## src/rtl/rx_sext_sequencer_if.sv

```systemverilog
// rx_sext_sequencer_if: setting bus, per-channel sample inputs and the tagged
// output stream of rx_sext_sequencer. The master modport is the surrounding
// datapath; the slave modport is the sequencer itself.
// Optional macro RX_SEQ_OVERRUN_CNT_EN adds the overrun_count signal.
interface rx_sext_sequencer_if #(
  parameter int NCHAN = 4
);
  logic [6:0]          serial_addr;
  logic [31:0]         serial_data;
  logic                serial_strobe;
  logic [16*NCHAN-1:0] ch_data;
  logic [NCHAN-1:0]    ch_strobe;
  logic [15:0]         out_data;
  logic [1:0]          out_chan;
  logic                out_strobe;
  logic [NCHAN-1:0]    overrun;
`ifdef RX_SEQ_OVERRUN_CNT_EN
  logic [15:0]         overrun_count;

  modport master (
    output serial_addr, serial_data, serial_strobe, ch_data, ch_strobe,
    input  out_data, out_chan, out_strobe, overrun, overrun_count
  );

  modport slave (
    input  serial_addr, serial_data, serial_strobe, ch_data, ch_strobe,
    output out_data, out_chan, out_strobe, overrun, overrun_count
  );
`else
  modport master (
    output serial_addr, serial_data, serial_strobe, ch_data, ch_strobe,
    input  out_data, out_chan, out_strobe, overrun
  );

  modport slave (
    input  serial_addr, serial_data, serial_strobe, ch_data, ch_strobe,
    output out_data, out_chan, out_strobe, overrun
  );
`endif
endinterface

```

## src/rtl/rx_sext_sequencer.sv

```systemverilog
// rx_sext_sequencer: buffers one raw sample per receive channel, round-robin
// schedules pending samples into a single two-stage sign-extension pipeline and
// emits one tagged 16-bit sample stream.
// Optional macro RX_SEQ_OVERRUN_CNT_EN adds a saturating overrun event counter.
module rx_sext_sequencer #(
  parameter int NCHAN     = 4,
  parameter int BASE_ADDR = 0
) (
  input  logic clock,
  input  logic reset,
  input  logic enable,
  rx_sext_sequencer_if.slave bus
);

  localparam logic [6:0] ADDR_WIDTH = 7'(BASE_ADDR);
  localparam logic [6:0] ADDR_CLR   = 7'(BASE_ADDR + 1);

  logic [3:0]       width_q [NCHAN];
  logic [15:0]      hold_q  [NCHAN];
  logic [NCHAN-1:0] pend_q;
  logic [NCHAN-1:0] overrun_q;
  logic [NCHAN-1:0] granted;
  logic [NCHAN-1:0] ovr_event;
  logic [1:0]       ptr_q;
  logic [1:0]       grant_idx;
  logic [1:0]       cand;
  logic             grant_valid;
  logic             width_wr;
  logic             clr_wr;

  logic             s1_valid_q;
  logic [15:0]      s1_data_q;
  logic [1:0]       s1_chan_q;
  logic [3:0]       s1_field_q;
  logic [15:0]      ext_data;

  logic [15:0]      out_data_q;
  logic [1:0]       out_chan_q;
  logic             out_strobe_q;

  logic             unused_serial;

  assign width_wr      = bus.serial_strobe && (bus.serial_addr == ADDR_WIDTH);
  assign clr_wr        = bus.serial_strobe && (bus.serial_addr == ADDR_CLR);
  assign unused_serial = ^bus.serial_data[31:4*NCHAN];

  // Round-robin search for the first pending channel after the last grant
  always_comb begin
    grant_valid = 1'b0;
    grant_idx   = '0;
    cand        = '0;
    for (int k = 1; k <= NCHAN; k++) begin
      cand = 2'((int'(ptr_q) + k) % NCHAN);
      if (!grant_valid && pend_q[cand]) begin
        grant_valid = 1'b1;
        grant_idx   = cand;
      end
    end
  end

  // Per-channel grant decode and overrun detection (strobe onto an ungranted pending slot)
  always_comb begin
    granted   = '0;
    ovr_event = '0;
    for (int i = 0; i < NCHAN; i++) begin
      granted[i]   = enable && grant_valid && (grant_idx == 2'(i));
      ovr_event[i] = enable && bus.ch_strobe[i] && pend_q[i] && !granted[i];
    end
  end

  // Sample buffers, pending flags and round-robin pointer; a new strobe always wins the slot
  always_ff @(posedge clock) begin
    if (reset) begin
      pend_q <= '0;
      ptr_q  <= '0;
      for (int i = 0; i < NCHAN; i++) begin
        hold_q[i] <= '0;
      end
    end else if (!enable) begin
      pend_q <= '0;
    end else begin
      for (int i = 0; i < NCHAN; i++) begin
        if (bus.ch_strobe[i]) begin
          hold_q[i] <= bus.ch_data[16*i +: 16];
          pend_q[i] <= 1'b1;
        end else if (granted[i]) begin
          pend_q[i] <= 1'b0;
        end
      end
      if (grant_valid) begin
        ptr_q <= grant_idx;
      end
    end
  end

  // Per-channel width fields written from the setting bus; kept across enable changes
  always_ff @(posedge clock) begin
    if (reset) begin
      for (int i = 0; i < NCHAN; i++) begin
        width_q[i] <= 4'hF;
      end
    end else if (width_wr) begin
      for (int i = 0; i < NCHAN; i++) begin
        width_q[i] <= bus.serial_data[4*i +: 4];
      end
    end
  end

  // Sticky overrun flags; a new overrun in the same cycle as a clear keeps the flag set
  always_ff @(posedge clock) begin
    if (reset) begin
      overrun_q <= '0;
    end else begin
      overrun_q <= (overrun_q & ~(clr_wr ? bus.serial_data[NCHAN-1:0] : {NCHAN{1'b0}}))
                 | ovr_event;
    end
  end

`ifdef RX_SEQ_OVERRUN_CNT_EN
  logic [15:0] ovr_count_q;

  // Saturating count of cycles containing at least one overrun; any clear write zeroes it
  always_ff @(posedge clock) begin
    if (reset) begin
      ovr_count_q <= '0;
    end else if (clr_wr) begin
      ovr_count_q <= '0;
    end else if ((|ovr_event) && (ovr_count_q != 16'hFFFF)) begin
      ovr_count_q <= ovr_count_q + 16'd1;
    end
  end

  assign bus.overrun_count = ovr_count_q;
`endif

  // Stage 1: capture the granted sample together with its width at grant time
  always_ff @(posedge clock) begin
    if (reset) begin
      s1_valid_q <= 1'b0;
      s1_data_q  <= '0;
      s1_chan_q  <= '0;
      s1_field_q <= '0;
    end else begin
      s1_valid_q <= enable && grant_valid;
      if (enable && grant_valid) begin
        s1_data_q  <= hold_q[grant_idx];
        s1_chan_q  <= grant_idx;
        s1_field_q <= width_q[grant_idx];
      end
    end
  end

  // Replicate the top valid bit (index = width field) into all higher bits
  always_comb begin
    ext_data = '0;
    for (int j = 0; j < 16; j++) begin
      ext_data[j] = (4'(j) <= s1_field_q) ? s1_data_q[j] : s1_data_q[s1_field_q];
    end
  end

  // Stage 2: register the extended sample and its channel tag
  always_ff @(posedge clock) begin
    if (reset) begin
      out_data_q   <= '0;
      out_chan_q   <= '0;
      out_strobe_q <= 1'b0;
    end else begin
      out_strobe_q <= enable && s1_valid_q;
      if (enable && s1_valid_q) begin
        out_data_q <= ext_data;
        out_chan_q <= s1_chan_q;
      end
    end
  end

  assign bus.out_data   = out_data_q;
  assign bus.out_chan   = out_chan_q;
  assign bus.out_strobe = out_strobe_q;
  assign bus.overrun    = overrun_q;

endmodule

```

## src/flat_wrapper.sv

```systemverilog
// flat-port wrapper written by rule: the top's interface ports become plain ports
module rx_sext_sequencer_flat 
#(
  parameter int NCHAN     = 4,
  parameter int BASE_ADDR = 0
)
  (clock, reset, enable, bus_serial_addr, bus_serial_data, bus_serial_strobe, bus_ch_data, bus_ch_strobe, bus_out_data, bus_out_chan, bus_out_strobe, bus_overrun);
  rx_sext_sequencer_if #(.NCHAN(NCHAN)) bus_i ();
  input  logic clock;
  input  logic reset;
  input  logic enable;
  input wire logic [$bits(bus_i.serial_addr)-1:0] bus_serial_addr;
  input wire logic [$bits(bus_i.serial_data)-1:0] bus_serial_data;
  input wire logic [$bits(bus_i.serial_strobe)-1:0] bus_serial_strobe;
  input wire logic [$bits(bus_i.ch_data)-1:0] bus_ch_data;
  input wire logic [$bits(bus_i.ch_strobe)-1:0] bus_ch_strobe;
  output wire logic [$bits(bus_i.out_data)-1:0] bus_out_data;
  output wire logic [$bits(bus_i.out_chan)-1:0] bus_out_chan;
  output wire logic [$bits(bus_i.out_strobe)-1:0] bus_out_strobe;
  output wire logic [$bits(bus_i.overrun)-1:0] bus_overrun;
  assign bus_i.serial_addr = bus_serial_addr;
  assign bus_i.serial_data = bus_serial_data;
  assign bus_i.serial_strobe = bus_serial_strobe;
  assign bus_i.ch_data = bus_ch_data;
  assign bus_i.ch_strobe = bus_ch_strobe;
  assign bus_out_data = bus_i.out_data;
  assign bus_out_chan = bus_i.out_chan;
  assign bus_out_strobe = bus_i.out_strobe;
  assign bus_overrun = bus_i.overrun;
  rx_sext_sequencer #(.NCHAN(NCHAN), .BASE_ADDR(BASE_ADDR)) u_core (.clock(clock), .reset(reset), .enable(enable), .bus(bus_i));
endmodule
```

## config.mk

```make
export PLATFORM = sky130hd
export DESIGN_NAME = rx_sext_sequencer_flat
export DESIGN_NICKNAME = d
export VERILOG_FILES = /design/src/rtl/rx_sext_sequencer_if.sv /design/src/rtl/rx_sext_sequencer.sv /design/src/flat_wrapper.sv
export SDC_FILE = /design/constraint.sdc
export NUM_CORES = 1
export LEC_CHECK = 0
export BUFFER_PORTS_ARGS = -buffer_cell sky130_fd_sc_hd__buf_2
export CAP_MARGIN = 15
export CORE_MARGIN = 1
export CORE_UTILIZATION = 50
export CTS_BUF_LIST = sky130_fd_sc_hd__clkbuf_2
export CTS_CLUSTER_DIAMETER = 30
export CTS_CLUSTER_SIZE = 24
export DETAILED_ROUTE_END_ITERATION = 8
export HOLD_SLACK_MARGIN = 0.03
export PLACE_DENSITY = 0.78
export SKIP_CTS_REPAIR_TIMING = 1
export SYNTH_ARGS = -nofsm -noshare
export SYNTH_HDL_FRONTEND = slang
export SYNTH_SLANG_ARGS = --single-unit
```

## constraint.sdc

```tcl
create_clock -name clock -period 2.5 [get_ports clock]
set_input_delay 0.625 -clock clock [delete_from_list [all_inputs] [get_ports clock]]
set_output_delay 0.625 -clock clock [all_outputs]
set_load 0.02 [all_outputs]
```

Word-level counts from Yosys, hierarchy flattened
Memories as Yosys holds them, arrays and structs flattened. A register that Yosys moved wholly into a read port is not among the register bits.
Index checks and enable logic that the tools add are counted.
- flip-flop bits (word level): 32
- bits in writable memories: 80
- output and inout port bits: 23
- memories kept: 2
- add/sub/neg operators: 4
- order comparisons: 21
- equality and inequality tests: 4
- mux-type cells: 72
- bitwise gates (word level): 12
- reductions and logical operators: 38
- memories (memory ; words ; bits a word ; rd ports ; clocked after Yosys merged registers in ; write ports ; RTL line ; source):
    u_core.hold_q ; 4 ; 16 ; 1 ; 1 ; 4 ; rx_sext_sequencer.sv:19 ; logic [15:0] hold_q [NCHAN];
    u_core.width_q ; 4 ; 4 ; 1 ; 1 ; 4 ; rx_sext_sequencer.sv:18 ; logic [3:0] width_q [NCHAN];
- operators with widths (operator ; count):
    two-way mux 16 bit ; 4
    two-way mux 1 bit ; 54
    less-or-equal comparator 4 bit (first input constant) ; 8
    logical AND 1 bit ; 23
    two-way mux 4 bit ; 5
    less-or-equal comparator 3 x 4 -> 1 bit (first input constant) ; 4
    < comparator 2 x 3 -> 1 bit (second input constant) ; 4
    binary-select mux 1 bit (select 2 bit) ; 4
    less-or-equal comparator 1 x 4 -> 1 bit (first input constant) ; 2
    less-or-equal comparator 2 x 4 -> 1 bit (first input constant) ; 2
    two-way mux 2 bit ; 4
    OR 1 bit ; 8
    nonzero test 2 bit ; 4
    equality test 7 x 1 -> 1 bit (second input constant) ; 1
    zero test 1 bit ; 7
    zero test 7 bit ; 1
    < comparator 4 x 5 -> 1 bit (second input constant) ; 1
    adder 2 x 1 -> 2 bit (second input constant) ; 2
    adder 2 bit (second input constant) ; 2
    bitwise AND 4 bit ; 1
    binary-select mux 1 bit (select 4 bit) ; 1
    equality test 2 bit (second input constant) ; 2
    NOT 4 bit ; 1
    OR 4 bit ; 1
    other kinds (5) ; 5

Logic depth before layout (Yosys ltp)
Gate-level depths: netlist of run 1.
- depth after elaboration: 18
- depth in mapped cells: 7
- depth with buffers taken out: 5

Worst setup path before layout of run 1
Ideal clock, no wire load.
- path kind: input -> register
- from: in bus_serial_addr[4]
- to: mem u_core.width_q[0][0] (enable)
- arrival time: 2.249 ns
- setup slack: -0.161 ns
- stages: 3
- cell sequence: nor4_1 nand3_1 o21ai_0
- RTL lines (what ; RTL line ; source):
    from (decl) ; flat_wrapper.sv:12 ; input wire logic [$bits(bus_i.serial_addr)-1:0] bus_serial_addr;
    to (decl) ; rx_sext_sequencer.sv:18 ;

Worst setup path after layout of run 1
- from: reg u_core.pend_q[3]
- to: reg u_core.s1_field_q[1] (read register of u_core.width_q)
- word-level cells in the longest chain between the ends: 13
- elaborated cells on any way between the ends: 23
- those cells by class: 16 x mux; 7 x reduce/logical
- ends and longest elaborated chain (what ; RTL line ; source):
    from (decl) ; rx_sext_sequencer.sv:20 ; logic [NCHAN-1:0] pend_q;
    from (signal assigned) ; rx_sext_sequencer.sv:74 ; pend_q <= '0;
    from (signal assigned) ; rx_sext_sequencer.sv:80 ; pend_q <= '0;
    from (signal, indexed assignment) ; rx_sext_sequencer.sv:85 ; pend_q[i] <= 1'b1;
    binary-select mux 1 bit (select 2 bit) ; rx_sext_sequencer.sv:54 ; if (!grant_valid && pend_q[cand]) begin
    two-way mux 1 bit (implied by the code) ; rx_sext_sequencer.sv:54 ;
    two-way mux 1 bit ; rx_sext_sequencer.sv:54 ;
    zero test 1 bit ; rx_sext_sequencer.sv:54 ;
    logical AND 1 bit ; rx_sext_sequencer.sv:54 ;
    two-way mux 1 bit ; rx_sext_sequencer.sv:54 ;
    zero test 1 bit ; rx_sext_sequencer.sv:54 ;
    logical AND 1 bit ; rx_sext_sequencer.sv:54 ;
    two-way mux 1 bit ; rx_sext_sequencer.sv:54 ;
    zero test 1 bit ; rx_sext_sequencer.sv:54 ;
    logical AND 1 bit ; rx_sext_sequencer.sv:54 ;
    two-way mux 1 bit ; rx_sext_sequencer.sv:54 ;
    logical AND 1 bit ; rx_sext_sequencer.sv:145 ; if (enable && grant_valid) begin
    to (decl) ; rx_sext_sequencer.sv:34 ; logic [3:0] s1_field_q;
Several ways; a longest one is shown, not always the timed one. The select of a mux whose other input is x is not followed.
A chain may end at the register's enable or synchronous reset.

==> run_results.csv, run 1 <==
group,metric,value,unit
worst_setup_path,worstPathArrival,2850,ps
pwr,peakVddDrop,0.000373,V
worst_setup_path,rrSetupSlack,200,ps
cts,clock_latency,690,ps
pwr,p_clk_share,27.7,%
synthesis,synth_top_area_share,41.4,%
worst_setup_path,critical-path-top-delay-family,"compound AO/OA/AOI/OAI gates",
timing,fin_crit,2300,ps
worst_setup_path,critPathMaxFanout,12,
timing,setup_viol,0,
cells_and_area,fill_cells,932,
cells_and_area,areaGrowthSynthToFinish,17.6,%
synthesis,syn_inst,537,
timing,fmaxAchievable,436,MHz
synthesis,synth_area,5800,um^2
synthesis,yosysTopAreaCell,"edfxtp_1",
floorplan,die_w,110,um
worst_setup_path,critPathBufInv,1,
detailed_routing,drc,0,
timing,fin_skew,20.2,ps
grt,grt_antenna_before_repair,0,
pwr,swShare,27.5,%
worst_setup_path,crit_chain,"nor2_1 > a21oi_1 > o32ai_2 > buf_4 > a222oi_1 > a22oi_1",
worst_setup_path,slowest_stage,"dfxtp_1",
synthesis,yosysSeqAreaShare,58.7,%
cts,numCtsBuffers,17,
detailed_routing,route.vias.total,4720,
synthesis,ys.flop_type,"edfxtp_1",
outcome,status,"finished, final reports clean",
min_path,hp-class,"input port to register",
worst_setup_path,r2r_end,"u_core.s1_field_q[1]",
timing,hold_violations,0,
grt,grt_max_degree,44,
timing,drv_slew,0,
cells_and_area,ff_latch_area,3400,um^2
grt,track_usage,24.7,%
placement,port_buffers,117,
floorplan,die_h,110,um
pwr,p_comb_share,14.0,%
cts,cts_sinks,130,
cells_and_area,nets,767,
floorplan,rows,38,
job,cap_violations,0,
cts,clk_pin_slew,180,ps
worst_setup_path,worst-setup-path-type,"register to register",
floorplan,die-area,12000,um^2
detailed_routing,drt-pass1-iter-count,7,
cells_and_area,antennaDiodeCount,0,
detailed_routing,drt_iter0_drc,415,
pwr,switchingPower,1.19,mW
timing,rsz0062_at_grt,"no",
cells_and_area,finish.utilization,61.6,%
synthesis,synth_edf_count,80,
worst_setup_path,crit_start,"u_core.pend_q[3]",
synthesis,synth_area_leaders,"edfxtp_1 (41%), dfxtp_1 (17%), and3_1 (5.5%)",
cts,cts_root_buf,"clkbuf_2",
timing,tightest_slew,802,ps
pwr,internal_power,3.14,mW
grt,grt_pass1_wl,22.0,mm
synthesis,synth_common_cells,"edfxtp_1 (80), nand2_1 (61), and3_1 (51)",
timing,max-slew-margin-rel,46.5,%
worst_setup_path,slowest_delay,580,ps
synthesis,syn_nets,648,
detailed_routing,wl_per_cell,17.4,um
worst_setup_path,required,3050,ps
pwr,power.density,635,nW/um^2
detailed_routing,ant_nets,0,
cts,cts_max_level,4,
worst_setup_path,cp.depth,6,
pwr,leakagePower,2.93,nW
floorplan,ioPinCount,134,
worst_setup_path,crit_path_end_kind,"register",
timing,final.period_utilization,91.8,%
placement,dp_hpwl,10.2,mm
synthesis,async_reset_ff_share,0,%
grt,grt_overflow_total,0,
floorplan,start_util,52.3,%
worst_setup_path,ff2ff_path_depth,6,
timing,fin_ws,204,ps
cts,clk_path_buf_depth,2,
cells_and_area,drive_gt1_share,28.3,%
timing,tns,0,ps
synthesis,syn_area_per_cell,10.8,um^2
worst_setup_path,critPathCapture,"u_core.s1_field_q[1]",
detailed_routing,finalWirelength,14.0,mm
cts,cts_tree,"done",
grt,grt_pass1_vias,4547,
placement,routabilityCongestion,0.870,
placement,place_worst_setup_slack,231,ps
detailed_routing,vias_per_cell,5.83,
worst_setup_path,r2r-start,"u_core.pend_q[3]",
pwr,pwr-share-seq,58.3,%
synthesis,synth_cell_types,52,
synthesis,yosysWarnings,0,
worst_setup_path,start_kind,"register",
cells_and_area,multi_input_area,2170,um^2
floorplan,design.core.area,11100,um^2
synthesis,synth-seq-cells,130,
synthesis,synth.most_common_cell,"edfxtp_1",
## per-layer routing
metal / global-route usage, % / share of wire (%) / vias up / routed length, um
met2: 41.2 / 49 / 215 / 6900
met4: 9.81 / 1.8 / 0 / 246
met5: 0 / 0 / - / 0
met3: 5.75 / 6.4 / 29 / 905
li1: - / - / 2250 / -
met1: 31.0 / 43 / 2226 / 6000
## kinds of logic after synthesis
| family | count (synthesis) | synth area share, % |
|---|---|---|
| buffers and inverters | 57 | 4.19 |
| muxes | 13 | 2.46 |
| AOI/OAI and AO/OA | 136 | 16.3 |
| DFF | 130 | 58.7 |
| and+or+nand+nor | 201 | 18.3 |
## how the worst min path moves through the flow
| stage | slack, ps | depth (start not counted) | endpoint | from |
|---|---|---|---|---|
| CTS | 120 | 2 | u_core.width_q[3][0] | bus_serial_data[12] |
| global route | 110 | 2 | u_core.width_q[2][0] | bus_serial_data[8] |
| global placement | 440 | 2 | u_core.bus.out_chan[1] | u_core.bus.out_chan[1] |
| detailed placement | 440 | 2 | u_core.bus.out_data[0] | u_core.bus.out_data[0] |
| finish | 180 | 2 | u_core.width_q[3][3] | bus_serial_data[15] |
| floorplan | 450 | 2 | u_core.s1_data_q[12] | u_core.s1_data_q[12] |
## flip-flops by register name, indices dropped and copies added (netlist names)
register               flops
u_core.bus.out_chan        2
u_core.bus.overrun         4
u_core.s1_chan_q           2
u_core.pend_q              4
u_core.s1_valid_q          1
u_core.hold_q             64
u_core.s1_data_q          16
u_core.bus.out_data       16
u_core.bus.out_strobe      1
u_core.width_q            16
u_core.s1_field_q          4
## stage by stage
step	cell area, um^2	hold slack (ps)	cells	power, mW
6_report	6820	183	809	4.33
5_1_grt	6820	111	809	4.51
4_1_cts	6810	125	808	4.34
3_5_place_dp	6590	444	776	3.17
3_3_place_gp	6590	440	776	3.14
2_1_floorplan	5800	446	537	2.92
## cell type report
cell class	instances	share of cell area (%)
inverters	12	0.660
repair buffers	145	11.9
clock inverters	12	1.71
well taps	140	2.57
clock buffers	20	1.47
multi-input cells	350	31.8
flip-flops and latches	130	49.9
## power by group through the flow
stage	Combinational [mW]	Sequential, mW	Clock [mW]
6_report	0.607	2.53	1.20
4_1_cts	0.603	2.52	1.21
5_1_grt	0.664	2.54	1.31
2_1_floorplan	0.390	2.53	0
3_5_place_dp	0.599	2.57	0
3_3_place_gp	0.578	2.56	0
## cell usage in the layout, fill, tap and decap left out, types with 2 or more instances in the layout
| master | instances |
|---|---|
| buf_2 | 117 |
| edfxtp_1 | 80 |
| nand2_1 | 61 |
| and3_1 | 51 |
| dfxtp_1 | 50 |
| a21oi_1 | 49 |
| buf_4 | 26 |
| nor2_1 | 22 |
| nand2b_1 | 21 |
| a22oi_1 | 21 |
| and2_1 | 20 |
| clkbuf_2 | 20 |
| a222oi_1 | 19 |
| mux2i_1 | 12 |
| inv_1 | 11 |
| o21ai_0 | 11 |
| nand3_1 | 7 |
| o22ai_1 | 5 |
| clkinv_2 | 5 |
| o211ai_1 | 3 |
| a211oi_1 | 3 |
| a311oi_1 | 3 |
| a31o_2 | 3 |
| nor3_1 | 3 |
| nor4_1 | 2 |
| o21ai_1 | 2 |
| or3_1 | 2 |
| nand3b_1 | 2 |
| nor2b_1 | 2 |
| o311ai_0 | 2 |
| a31o_1 | 2 |
| clkinvlp_4 | 2 |
| clkinv_1 | 2 |
| bufinv_16 | 2 |
Note: power is estimated with default switching activity, not from simulation.
==> inputs of run 2 (changes only) <==
==> constraint.sdc (replaced) <==
create_clock -name clock -period 2.5 [get_ports clock]
set_input_delay 0.125 -clock clock [delete_from_list [all_inputs] [get_ports clock]]
set_output_delay 0.125 -clock clock [all_outputs]
set_load 0.02 [all_outputs]
==> run_results.csv, run 2 (synthesis results as in run 1) <==
group,metric,value,unit
detailed_routing,drt-pass1-iter-count,9,
job,cap_violations,0,
cells_and_area,layout_commonest_cell,"dlygate4sd3_1",
worst_setup_path,crit_path_end_kind,"register",
cells_and_area,finish.utilization,75.0,%
placement,placed_area,6540,um^2
worst_setup_path,start_kind,"register",
detailed_routing,drc,0,
timing,fmaxAchievable,421,MHz
floorplan,die-area,12000,um^2
cells_and_area,drive_gt1_share,22.1,%
worst_setup_path,critPathBufInv,1,
floorplan,ioPinCount,134,
worst_setup_path,worstPathArrival,2940,ps
grt,grt_antenna_before_repair,1,
placement,routabilityCongestion,0.869,
worst_setup_path,required,3070,ps
worst_setup_path,slowest_delay,600,ps
cts,cts_tree,"done",
cells_and_area,layout_common_cells,"dlygate4sd3_1 (154), buf_2 (117), edfxtp_1 (80)",
timing,rsz0062_at_grt,"no",
detailed_routing,finalWirelength,17.9,mm
worst_setup_path,critical-path-top-delay-family,"compound AO/OA/AOI/OAI gates",
placement,dp_hpwl,9.93,mm
timing,hold_violations,0,
cts,cts_max_level,4,
cells_and_area,multi_input_area,2170,um^2
cts,clk_path_buf_depth,2,
cts,clk_pin_slew,200,ps
worst_setup_path,slowest_stage,"dfxtp_1",
pwr,power.density,548,nW/um^2
timing,fin_skew,33.2,ps
grt,grt_pass1_vias,4540,
detailed_routing,route.vias.total,5639,
cts,cts_root_buf,"clkbuf_2",
grt,grt_overflow_total,0,
timing,final.period_utilization,95.1,%
grt,grt_pass1_wl,22.1,mm
floorplan,design.core.area,11100,um^2
detailed_routing,wl_per_cell,18.8,um
floorplan,die_w,110,um
pwr,peakVddDrop,0.000353,V
floorplan,start_util,52.3,%
detailed_routing,drt_iter0_drc,759,
cells_and_area,areaGrowthSynthToFinish,43.2,%
grt,grt_max_degree,54,
timing,setup_viol,0,
timing,fin_crit,2380,ps
timing,tightest_slew,958,ps
detailed_routing,vias_per_cell,5.91,
timing,whs,59.7,ps
cts,clock_latency,680,ps
grt,track_usage,24.7,%
worst_setup_path,worst-setup-path-type,"register to register",
pwr,leakagePower,3.61,nW
detailed_routing,ant_nets,0,
worst_setup_path,critPathMaxFanout,12,
timing,max-slew-margin-rel,36.1,%
cells_and_area,nets,911,
cells_and_area,fin_area,8300,um^2
placement,port_buffers,117,
floorplan,rows,38,
floorplan,die_h,110,um
timing,tns,0,ps
cells_and_area,regMostFlops,"u_core.hold_q",
cts,cts_sinks,130,
timing,drv_slew,0,
cells_and_area,fill_cells,679,
outcome,status,"finished, final reports clean",
cells_and_area,largest_register_ffs,64,
cells_and_area,ff_latch_area,3400,um^2
worst_setup_path,crit_chain,"nor2_1 > a21oi_1 > o32ai_2 > buf_4 > a222oi_1 > a22oi_1",
min_path,hp-class,"input port to register",
cts,numCtsBuffers,17,
==> run 2: changes by cell type in the layout (fill, tap and decap cells not counted), moves of 2 or more <==
| cell | previous run | this run |
|---|---|---|
| dlygate4sd3_1 | 0 | 154 |
| clkbuf_2 | 20 | 22 |
| clkinv_4 | 1 | 3 |
| clkinv_2 | 5 | 3 |
| buf_4 | 26 | 16 |
==> run 2: worst reg2reg max path, cell delays in order, from the launching register on <==
cell and delay [ps]:
dfxtp_1 600, nor2_1 150, a21oi_1 250, o32ai_2 290, buf_4 270, a222oi_1 550, a22oi_1 180
==> run 2: metal layers <==
metal / vias to the layer above / track usage (%) / wire length [um]
met5: - / 0 / 0
met4: 0 / 8.29 / 605
met3: 68 / 6.82 / 1570
met2: 379 / 41.2 / 9130
met1: 2658 / 30.8 / 6630
li1: 2534 / - / -
==> run 2: report_power, final <==
group	switching, mW	total [mW]	internal (mW)
sequential	0.108	2.54	2.43
combinational	0.394	0.761	0.367
clock	0.781	1.25	0.474
==> run 2: per-stage QoR <==
stage | worst slack (ps) | std cells | total power [mW]
2_1_floorplan | 339 | 537 | 2.92
3_3_place_gp | 400 | 767 | 3.13
3_5_place_dp | 265 | 767 | 3.17
4_1_cts | 270 | 799 | 4.36
5_1_grt | 8.61 | 954 | 4.71
6_report | 123 | 954 | 4.55
==> run 2: path summary, 6_finish.rpt <==
check                           slack [ps]                    start                      end  cells after the start
worst min-delay path                    60         bus_ch_strobe[3]     u_core.hold_q[3][13]                      4
worst max-delay path                   120         u_core.pend_q[3]     u_core.s1_data_q[13]                      6
worst min register to register         460  u_core.bus.out_data[15]  u_core.bus.out_data[15]                      2
worst max register to register         120         u_core.pend_q[3]     u_core.s1_data_q[13]                      6
==> run 2: cell type report <==
class | instances | share of cell area (%)
repair buffers | 289 | 27.5
clock buffers | 22 | 1.33
diodes | 1 | 0.0301
multi-input cells | 350 | 26.1
clock inverters | 10 | 1.36
well taps | 140 | 2.11
inverters | 12 | 0.542
flip-flops and latches | 130 | 41.0
